**src/rtl/adc128s_spi_master_pkg.sv**
```systemverilog
// Shared types and constants for the ADC128S SPI conversion master.
package adc_spi_pkg;

    typedef enum logic [2:0] {
        ST_IDLE,
        ST_FRONT,
        ST_SHIFT,
        ST_BACK,
        ST_DONE
    } state_t;

    localparam int unsigned WORD_LEN   = 16;
    localparam int unsigned RESULT_W   = 12;
    localparam int unsigned CH_W       = 3;
    localparam int unsigned BACK_PORCH = 8;

    // Control word: two don't-care bits, channel address, then zero padding.
    function automatic logic [WORD_LEN-1:0] cmd_word(input logic [CH_W-1:0] ch);
        return {2'b00, ch, 11'b0};
    endfunction

endpackage

```
**src/rtl/adc128s_spi_master_if.sv**
```systemverilog
// Control-side and ADC-pin signals of the conversion master, grouped as one bundle.
interface adc128s_spi_master_if;
    import adc_spi_pkg::*;

    logic [CH_W-1:0]     channel;
    logic                start_cnv;
    logic [RESULT_W-1:0] result;
    logic                cnv_complete;
    logic                MISO;
    logic                MOSI;
    logic                SCLK;
    logic                SS_n;

    modport master (
        input  channel, start_cnv, MISO,
        output result, cnv_complete, MOSI, SCLK, SS_n
    );

    modport slave (
        output channel, start_cnv, MISO,
        input  result, cnv_complete, MOSI, SCLK, SS_n
    );

endinterface

```
**src/rtl/adc128s_spi_master_xfer16.sv**
```systemverilog
// Single 16-bit SPI transaction engine: SCLK divider, TX/RX shift registers, done strobe.
module spi_xfer16
    import adc_spi_pkg::*;
#(
    parameter int unsigned SCLK_DIV_LOG2 = 5
) (
    input  logic                clk,
    input  logic                rst_n,
    input  logic                i_start,
    input  logic [WORD_LEN-1:0] i_tx,
    input  logic                i_miso,
    output logic                o_sclk,
    output logic                o_mosi,
    output logic                o_done,
    output logic [WORD_LEN-1:0] o_rx
);
    localparam int unsigned       BIT_W        = $clog2(WORD_LEN);
    localparam logic [SCLK_DIV_LOG2-1:0] DIV_LAST     = '1;
    localparam logic [SCLK_DIV_LOG2-1:0] DIV_PRE_RISE = DIV_LAST >> 1;
    localparam logic [BIT_W-1:0]  BIT_LAST     = BIT_W'(WORD_LEN - 1);

    logic                     r_active;
    logic                     r_sclk;
    logic [SCLK_DIV_LOG2-1:0] r_div;
    logic [BIT_W-1:0]         r_bit;
    logic [WORD_LEN-1:0]      r_tx;
    logic [WORD_LEN-1:0]      r_rx;
    logic [SCLK_DIV_LOG2-1:0] w_div_nxt;

    assign w_div_nxt = r_div + SCLK_DIV_LOG2'(1);
    assign o_done    = r_active && (r_div == DIV_LAST) && (r_bit == BIT_LAST);
    assign o_sclk    = r_sclk;
    assign o_mosi    = r_tx[WORD_LEN-1];
    assign o_rx      = r_rx;

    // SCLK is registered from the next divider MSB: low for the first half-period, high for the second.
    always_ff @(posedge clk) begin
        if (!rst_n) begin
            r_active <= 1'b0;
            r_sclk   <= 1'b1;
            r_div    <= '0;
            r_bit    <= '0;
            r_tx     <= '0;
            r_rx     <= '0;
        end else if (i_start) begin
            r_active <= 1'b1;
            r_sclk   <= 1'b0;
            r_div    <= '0;
            r_bit    <= '0;
            r_tx     <= i_tx;
            r_rx     <= '0;
        end else if (r_active) begin
            r_div  <= w_div_nxt;
            r_sclk <= w_div_nxt[SCLK_DIV_LOG2-1];
            if (r_div == DIV_PRE_RISE) begin
                r_rx <= {r_rx[WORD_LEN-2:0], i_miso};
            end
            if (r_div == DIV_LAST) begin
                if (r_bit == BIT_LAST) begin
                    r_active <= 1'b0;
                    r_sclk   <= 1'b1;
                    r_tx     <= '0;
                end else begin
                    r_bit <= r_bit + BIT_W'(1);
                    r_tx  <= {r_tx[WORD_LEN-2:0], 1'b0};
                end
            end
        end
    end

endmodule

```
**src/rtl/adc128s_spi_master.sv**
```systemverilog
// Sequences two SPI frames per conversion (address, then address + capture) and holds the result.
module adc128s_spi_master
    import adc_spi_pkg::*;
#(
    parameter int unsigned SCLK_DIV_LOG2 = 5,
    parameter int unsigned FRONT_PORCH   = 8
) (
    input  logic                 clk,
    input  logic                 rst_n,
    adc128s_spi_master_if.master bus
);
    localparam int unsigned      PORCH_MAX  = (FRONT_PORCH > BACK_PORCH) ? FRONT_PORCH : BACK_PORCH;
    localparam int unsigned      CNT_W      = $clog2(PORCH_MAX + 1);
    localparam logic [CNT_W-1:0] FRONT_LAST = CNT_W'(FRONT_PORCH - 1);
    localparam logic [CNT_W-1:0] BACK_LAST  = CNT_W'(BACK_PORCH - 1);

    state_t                      r_state;
    state_t                      w_next;
    logic [CNT_W-1:0]            r_cnt;
    logic                        r_pass;
    logic [CH_W-1:0]             r_ch;
    logic [RESULT_W-1:0]         r_result;
    logic                        r_complete;
    logic                        r_ss_n;
    logic                        w_xfer_start;
    logic                        w_xfer_done;
    logic                        w_sclk;
    logic                        w_mosi;
    logic [WORD_LEN-1:0]         w_rx;
    logic [RESULT_W-1:0]         w_rx_data;
    logic [WORD_LEN-RESULT_W-1:0] w_lead_unused;

    // The ADC's leading zero bits are dropped.
    assign {w_lead_unused, w_rx_data} = w_rx;
    assign w_xfer_start = (r_state == ST_FRONT) && (r_cnt == FRONT_LAST);

    spi_xfer16 #(
        .SCLK_DIV_LOG2(SCLK_DIV_LOG2)
    ) u_xfer (
        .clk    (clk),
        .rst_n  (rst_n),
        .i_start(w_xfer_start),
        .i_tx   (cmd_word(r_ch)),
        .i_miso (bus.MISO),
        .o_sclk (w_sclk),
        .o_mosi (w_mosi),
        .o_done (w_xfer_done),
        .o_rx   (w_rx)
    );

    always_comb begin
        w_next = r_state;
        unique case (r_state)
            ST_IDLE:  if (bus.start_cnv) w_next = ST_FRONT;
            ST_FRONT: if (r_cnt == FRONT_LAST) w_next = ST_SHIFT;
            ST_SHIFT: if (w_xfer_done) w_next = ST_BACK;
            ST_BACK:  if (r_cnt == BACK_LAST) w_next = r_pass ? ST_DONE : ST_FRONT;
            ST_DONE:  w_next = ST_IDLE;
            default:  w_next = ST_IDLE;
        endcase
    end

    always_ff @(posedge clk) begin
        if (!rst_n) begin
            r_state    <= ST_IDLE;
            r_cnt      <= '0;
            r_pass     <= 1'b0;
            r_ch       <= '0;
            r_result   <= '0;
            r_complete <= 1'b0;
            r_ss_n     <= 1'b1;
        end else begin
            r_state <= w_next;
            // Select decoded from the next state so SS_n switches on the same edge as the state.
            r_ss_n  <= !((w_next == ST_FRONT) || (w_next == ST_SHIFT));
            if (w_next != r_state) begin
                r_cnt <= '0;
            end else if ((r_state == ST_FRONT) || (r_state == ST_BACK)) begin
                r_cnt <= r_cnt + CNT_W'(1);
            end
            if ((r_state == ST_IDLE) && bus.start_cnv) begin
                r_ch       <= bus.channel;
                r_complete <= 1'b0;
                r_pass     <= 1'b0;
            end
            if ((r_state == ST_BACK) && (r_cnt == BACK_LAST)) begin
                r_pass <= 1'b1;
            end
            if (r_state == ST_DONE) begin
                r_result   <= w_rx_data;
                r_complete <= 1'b1;
            end
        end
    end

    assign bus.result       = r_result;
    assign bus.cnv_complete = r_complete;
    assign bus.SS_n         = r_ss_n;
    assign bus.SCLK         = w_sclk;
    assign bus.MOSI         = w_mosi;

endmodule

```
**src/flat_wrapper.sv**
```systemverilog
// flat-port wrapper written by rule: the top's interface ports become plain ports
module adc128s_spi_master_flat import adc_spi_pkg::*;
#(
    parameter int unsigned SCLK_DIV_LOG2 = 5,
    parameter int unsigned FRONT_PORCH   = 8
)
  (clk, rst_n, bus_channel, bus_start_cnv, bus_MISO, bus_result, bus_cnv_complete, bus_MOSI, bus_SCLK, bus_SS_n);
  adc128s_spi_master_if bus_i ();
  input  logic clk;
  input  logic rst_n;
  input wire logic [$bits(bus_i.channel)-1:0] bus_channel;
  input wire logic [$bits(bus_i.start_cnv)-1:0] bus_start_cnv;
  input wire logic [$bits(bus_i.MISO)-1:0] bus_MISO;
  output wire logic [$bits(bus_i.result)-1:0] bus_result;
  output wire logic [$bits(bus_i.cnv_complete)-1:0] bus_cnv_complete;
  output wire logic [$bits(bus_i.MOSI)-1:0] bus_MOSI;
  output wire logic [$bits(bus_i.SCLK)-1:0] bus_SCLK;
  output wire logic [$bits(bus_i.SS_n)-1:0] bus_SS_n;
  assign bus_i.channel = bus_channel;
  assign bus_i.start_cnv = bus_start_cnv;
  assign bus_i.MISO = bus_MISO;
  assign bus_result = bus_i.result;
  assign bus_cnv_complete = bus_i.cnv_complete;
  assign bus_MOSI = bus_i.MOSI;
  assign bus_SCLK = bus_i.SCLK;
  assign bus_SS_n = bus_i.SS_n;
  adc128s_spi_master #(.SCLK_DIV_LOG2(SCLK_DIV_LOG2), .FRONT_PORCH(FRONT_PORCH)) u_core (.clk(clk), .rst_n(rst_n), .bus(bus_i));
endmodule
```
**config.mk**
```make
export PLATFORM = sky130hd
export DESIGN_NAME = adc128s_spi_master_flat
export DESIGN_NICKNAME = d
export VERILOG_FILES = /design/src/rtl/adc128s_spi_master_pkg.sv /design/src/rtl/adc128s_spi_master_if.sv /design/src/rtl/adc128s_spi_master_xfer16.sv /design/src/rtl/adc128s_spi_master.sv /design/src/flat_wrapper.sv
export SDC_FILE = /design/constraint.sdc
export NUM_CORES = 1
export LEC_CHECK = 0
export ABC_CLOCK_PERIOD_IN_PS = 3880
export BUFFER_PORTS_ARGS = -buffer_cell sky130_fd_sc_hd__buf_2
export CORE_MARGIN = 2
export CORE_UTILIZATION = 60
export DETAILED_ROUTE_END_ITERATION = 8
export PLACE_DENSITY = 0.8
export SYNTH_ARGS = -nofsm -noshare
export SYNTH_HDL_FRONTEND = slang
export SYNTH_HIERARCHICAL = 1
export SYNTH_SLANG_ARGS = --single-unit
```
**constraint.sdc**
```tcl
create_clock -name clk -period 3.88 [get_ports clk]
set_clock_uncertainty 0.15 [all_clocks]
set_input_delay 0.776 -clock clk [delete_from_list [all_inputs] [get_ports clk]]
set_output_delay 0.776 -clock clk [all_outputs]
set_load 0.03 [all_outputs]
```
Word-level counts from Yosys, hierarchy flattened. Cells that the tools add are included.

Flip-flop bits (word level): 64. Bits of input ports: 7. Output and inout bits: 16. Logic and storage cells: 70.

Add/subtract/negate cells: 3. Equal/unequal tests: 11. Muxes and demuxes: 21. Bitwise gates (word level): 2. Reduce and logical (&&, ||, !) cells: 19.

Operator list (count): 14-bit two-way mux (3); 16-bit two-way mux (1); 3-bit two-way mux (5); 3-bit case mux with 4 select lines (1); 1-bit two-way mux (11); 3-bit by 2-bit == test with 1-bit output (second input constant) (3); 4-bit by 1-bit adder with 4-bit output (second input constant) (2); 2-bit nonzero test (4); 3-bit by 1-bit == test with 1-bit output (second input constant) (2); 2-bit AND reduction (3); 5-bit by 1-bit adder with 5-bit output (second input constant) (1); 5-bit by 4-bit == test with 1-bit output (second input constant) (1); 5-bit == test (second input constant) (1); 1-bit logical AND (5); 4-bit by 3-bit == test with 1-bit output (second input constant) (1); 4-bit == test (second input constant) (1); 2-bit OR reduction (2); 3-bit == test (second input constant) (1); 3-bit logical NOT (1); 3-bit inequality test (1); 3-bit AND reduction (1); 1-bit logical OR (2); 1-bit inverter (2); 1-bit logical NOT (1).

Logic depth before layout (Yosys ltp).
Word-level depth: 8. Mapped depth: 8. Depth with buffers taken out: 8.

Cells and area by module. The synthesis kept the hierarchy.

By module, submodules not included: spi_xfer16 (instances 1, cells each 202, area an instance 1779.2 um2, sequential area each 860.8 um2); adc128s_spi_master (instances 1, cells each 127, area an instance 1122.3 um2, sequential area each 500.5 um2).

Worst setup path before layout. No wires, ideal clock.

Kind: reg-to-reg. Start point: reg u_core.r_cnt[0]. End point: reg u_core.u_xfer.r_div[0]. Library setup time: 117 ps. Arrival time: 1601 ps. Data required time: 3613 ps. Slack: 2012 ps. Cell stages (with the launch flop): 9. Path buffers: 3. Clock period less this slack: 1868 ps. Cells stage by stage: dfxtp_1 -> ha_1 -> nand3b_1 -> nor3_1 -> buf_2 -> nand2b_1 -> clkbuf_1 -> buf_2 -> nor2_1.

Word-level cells in the longest chain between the ends: 3.

Ends and longest elaborated chain: start: declaration (RTL line adc128s_spi_master.sv:19) `logic [CNT_W-1:0] r_cnt;`; start signal: assignment (RTL line adc128s_spi_master.sv:79) `r_cnt <= r_cnt + CNT_W'(1);`; 4-bit by 3-bit == test with 1-bit output (RTL line adc128s_spi_master.sv:35) `assign w_xfer_start = (r_state == ST_FRONT) && (r_cnt == FRONT_LAST);`; 1-bit logical AND (RTL line adc128s_spi_master.sv:35); net u_core.w_xfer_start (RTL line adc128s_spi_master.sv:25) `logic w_xfer_start;`; 2-bit OR reduction (no source line); end signal: assignment (RTL line adc128s_spi_master_xfer16.sv:53) `r_div <= w_div_nxt;`; end: declaration (RTL line adc128s_spi_master_xfer16.sv:24) `logic [SCLK_DIV_LOG2-1:0] r_div;`.

The timed path passes the listed nets, and every way through them passes these cells. A chain may end at the register's enable or synchronous reset.

Final worst setup path.
Start point: reg u_core.r_state[0]. End point: reg u_core.u_xfer.r_bit[3].

Word-level cells in the longest chain between the ends: 3.

Ends and longest elaborated chain: start: declaration (RTL line adc128s_spi_master.sv:17) `state_t r_state;`; start signal: assignment (RTL line adc128s_spi_master.sv:73) `r_state <= w_next;`; 3-bit by 1-bit == test with 1-bit output (RTL line adc128s_spi_master.sv:35); 1-bit logical AND (RTL line adc128s_spi_master.sv:35); net u_core.w_xfer_start (RTL line adc128s_spi_master.sv:25); 2-bit OR reduction (no source line); end signal: assignment (RTL line adc128s_spi_master_xfer16.sv:64) `r_bit <= r_bit + BIT_W'(1);`; end: declaration (RTL line adc128s_spi_master_xfer16.sv:25) `logic [BIT_W-1:0] r_bit;`.

The timed path passes the listed nets, and every way through them passes these cells.

==> flow_summary.toml <==
[sta]
holdWs_ns = 0.298
hold_violations = 0
rsz0062_at_grt = "no"
fmax_mhz = 395
setup_tns_ns = 0
setup_viol = 0
tightest_slew_ns = 0.778
fin_crit_sh_pct = 65.3
layout_setup_ws_ns = 1.35
period_needed_ns = 2.53
drv_slew = 0
slew_headroom_pct = 47.9

[grt]
grt_pass1_vias = 2020
grt_overflow = 0
grt_pass1_wl_mm = 9.18
met2_usage_pct = 34.2
grt_start_max_net_pins = 37
met3_usage_pct = 5.83
antenna_found_initial = 0
grt_use_met1_pct = 30.2
top_usage_layer = "met2"
track_usage_pct = 22.7

[critical_path]
setup.worst_path.start_class = "flip-flop"
end_kind = "flip-flop"
rrSetupSlack_ns = 1.35
critical_path_required_ns = 3.93
path_class = "flip-flop to flip-flop"
crit_path_max_fanout = 36
rr_endpoint = "u_core/u_xfer/r_bit[3]"
worstPathArrival_ns = 2.58
ff2ff_path_depth = 5
timing.rr.start = "u_core/r_state[0]"

[route]
ant_nets = 0
vias = 2232
drtIter0Drc = 201
viasPerCell = 5.71
routedWlPerCell_microns = 13.3
routed_wl_mm = 5.21
drc = 0
dr.pass1.iters = 5

[place]
io_buffer_count = 22
gp_congestion = 0.805
place_ws_ns = 1.33
hpwl_mm = 3.39

[floorplan]
start_util_pct = 62.8
die-area_sq_um = 5180
ios = 23
coreArea_sq_um = 4410
die_h_microns = 72.0
die_x_microns = 72.0
rows = 24

[clocking]
cts-root-buf = "clkbuf_8"
h-tree-depth = 3
clk_latency_ns = 0.33
cts_setup_buffers = 0
tritoncts = "done"
cts_resized = 0
hold_buffers = 0
cts_made_buffers = 9
clock-sinks = 64
clock_tree.buffer_depth = 2
clk_pin_slew_ns = 0.07

[layout]
diodes = 0
drive_gt1_share_pct = 13.0
areaGrowthSynthToFinish_pct = 11.0
layout_common_cells = "64 x dfxtp_1, 55 x nand2_1, 34 x a21oi_1, 22 x buf_2, 18 x a22oi_1"
fill_cells = 356
multi_input_area_sq_um = 1390
final_common_cell = "dfxtp_1"
seqCellArea_sq_um = 1280
nets = 347

[hold_path]
hold_path_class = "flip-flop to flip-flop"
hold_start = "u_core/bus.result[10]"
hold-path-cell-count = 2
holdPathEnd = "u_core/bus.result[10]"

[run]
drv_cap = 0

[run_status]
status = "finished clean"

[pwr]
p_per_area_nw_per_um2 = 419
p_leak_nw = 1.11
ir_drop_mv = 0.227

[synthesis]
avgSynthCellArea_sq_um = 8.85
synth_area_sq_um = 2770
syn_inst = 313
synth-warning-count = 6
-- per-stage QoR --
step | utilization [%] | instance area [sq um] | std cells | power, W
final | 69.7 | 3080 | 391 | 0.00129
after global placement | 65.1 | 2870 | 376 | 0.000719
after floorplan | - | 2820 | 325 | 0.000711
after global routing | 69.7 | 3080 | 391 | 0.00134
after CTS | 69.7 | 3080 | 391 | 0.00130
after detailed placement | 65.1 | 2870 | 376 | 0.000720
-- report_power, final --
| part | switching [W] | leakage [nW] | internal (W) | total (W) |
|---|---|---|---|---|
| Combinational | 0.0000234 | 0.482 | 0.0000146 | 0.0000380 |
| Clock | 0.000238 | 0.108 | 0.000343 | 0.000582 |
| Sequential | 0.00000641 | 0.517 | 0.000661 | 0.000668 |
| Total | 0.000268 | 1.11 | 0.00102 | 0.00129 |
-- layout make-up --
type | count | share of cell area [%]
Clock buffer | 12 | 5.37
Clock inverter | 3 | 1.30
Inverter | 6 | 0.732
Multi-Input combinational cell | 231 | 45.0
Sequential cell | 64 | 41.6
Tap cell | 52 | 2.11
Timing Repair Buffer | 23 | 3.82
-- state kept, by name (all words and copies together), names as in the netlist --
name	flops
u_core/bus.cnv_complete	1
u_core/r_ch	3
u_core/u_xfer/o_sclk	1
u_core/u_xfer/r_active	1
u_core/bus.SS_n	1
u_core/u_xfer/r_div	5
u_core/u_xfer/r_bit	4
u_core/u_xfer/r_tx	16
u_core/bus.result	12
u_core/r_pass	1
u_core/u_xfer/o_rx	12
u_core/r_cnt	4
u_core/r_state	3
-- worst max-delay path: stages, from the launching register on --
cell	delay, ns
dfxtp_1	0.71
nand2b_1	0.24
nor3_2	0.16
buf_4	0.32
nand2b_1	0.67
o41ai_1	0.14
-- layer usage --
| layer | vias to the layer above | part of all wire (%) |
|---|---|---|
| li1 | 1138 | - |
| met1 | 1043 | 49 |
| met2 | 45 | 46 |
| met3 | 6 | 4.0 |
| met4 | 0 | 1.1 |
| met5 | - | 0 |
-- how the worst max path moves through the flow --
stage | from | endpoint | cells after the start
CTS | u_core/r_state[0] | u_core/u_xfer/r_bit[3] | 5
floorplan | u_core/r_cnt[0] | u_core/u_xfer/r_div[0] | 8
global route | u_core/r_state[0] | u_core/u_xfer/r_bit[3] | 5
global placement | u_core/r_state[0] | u_core/u_xfer/r_bit[3] | 5
detailed placement | u_core/r_state[0] | u_core/u_xfer/r_bit[3] | 5
finish | u_core/r_state[0] | u_core/u_xfer/r_bit[3] | 5
(Power assumes the default switching activity.)
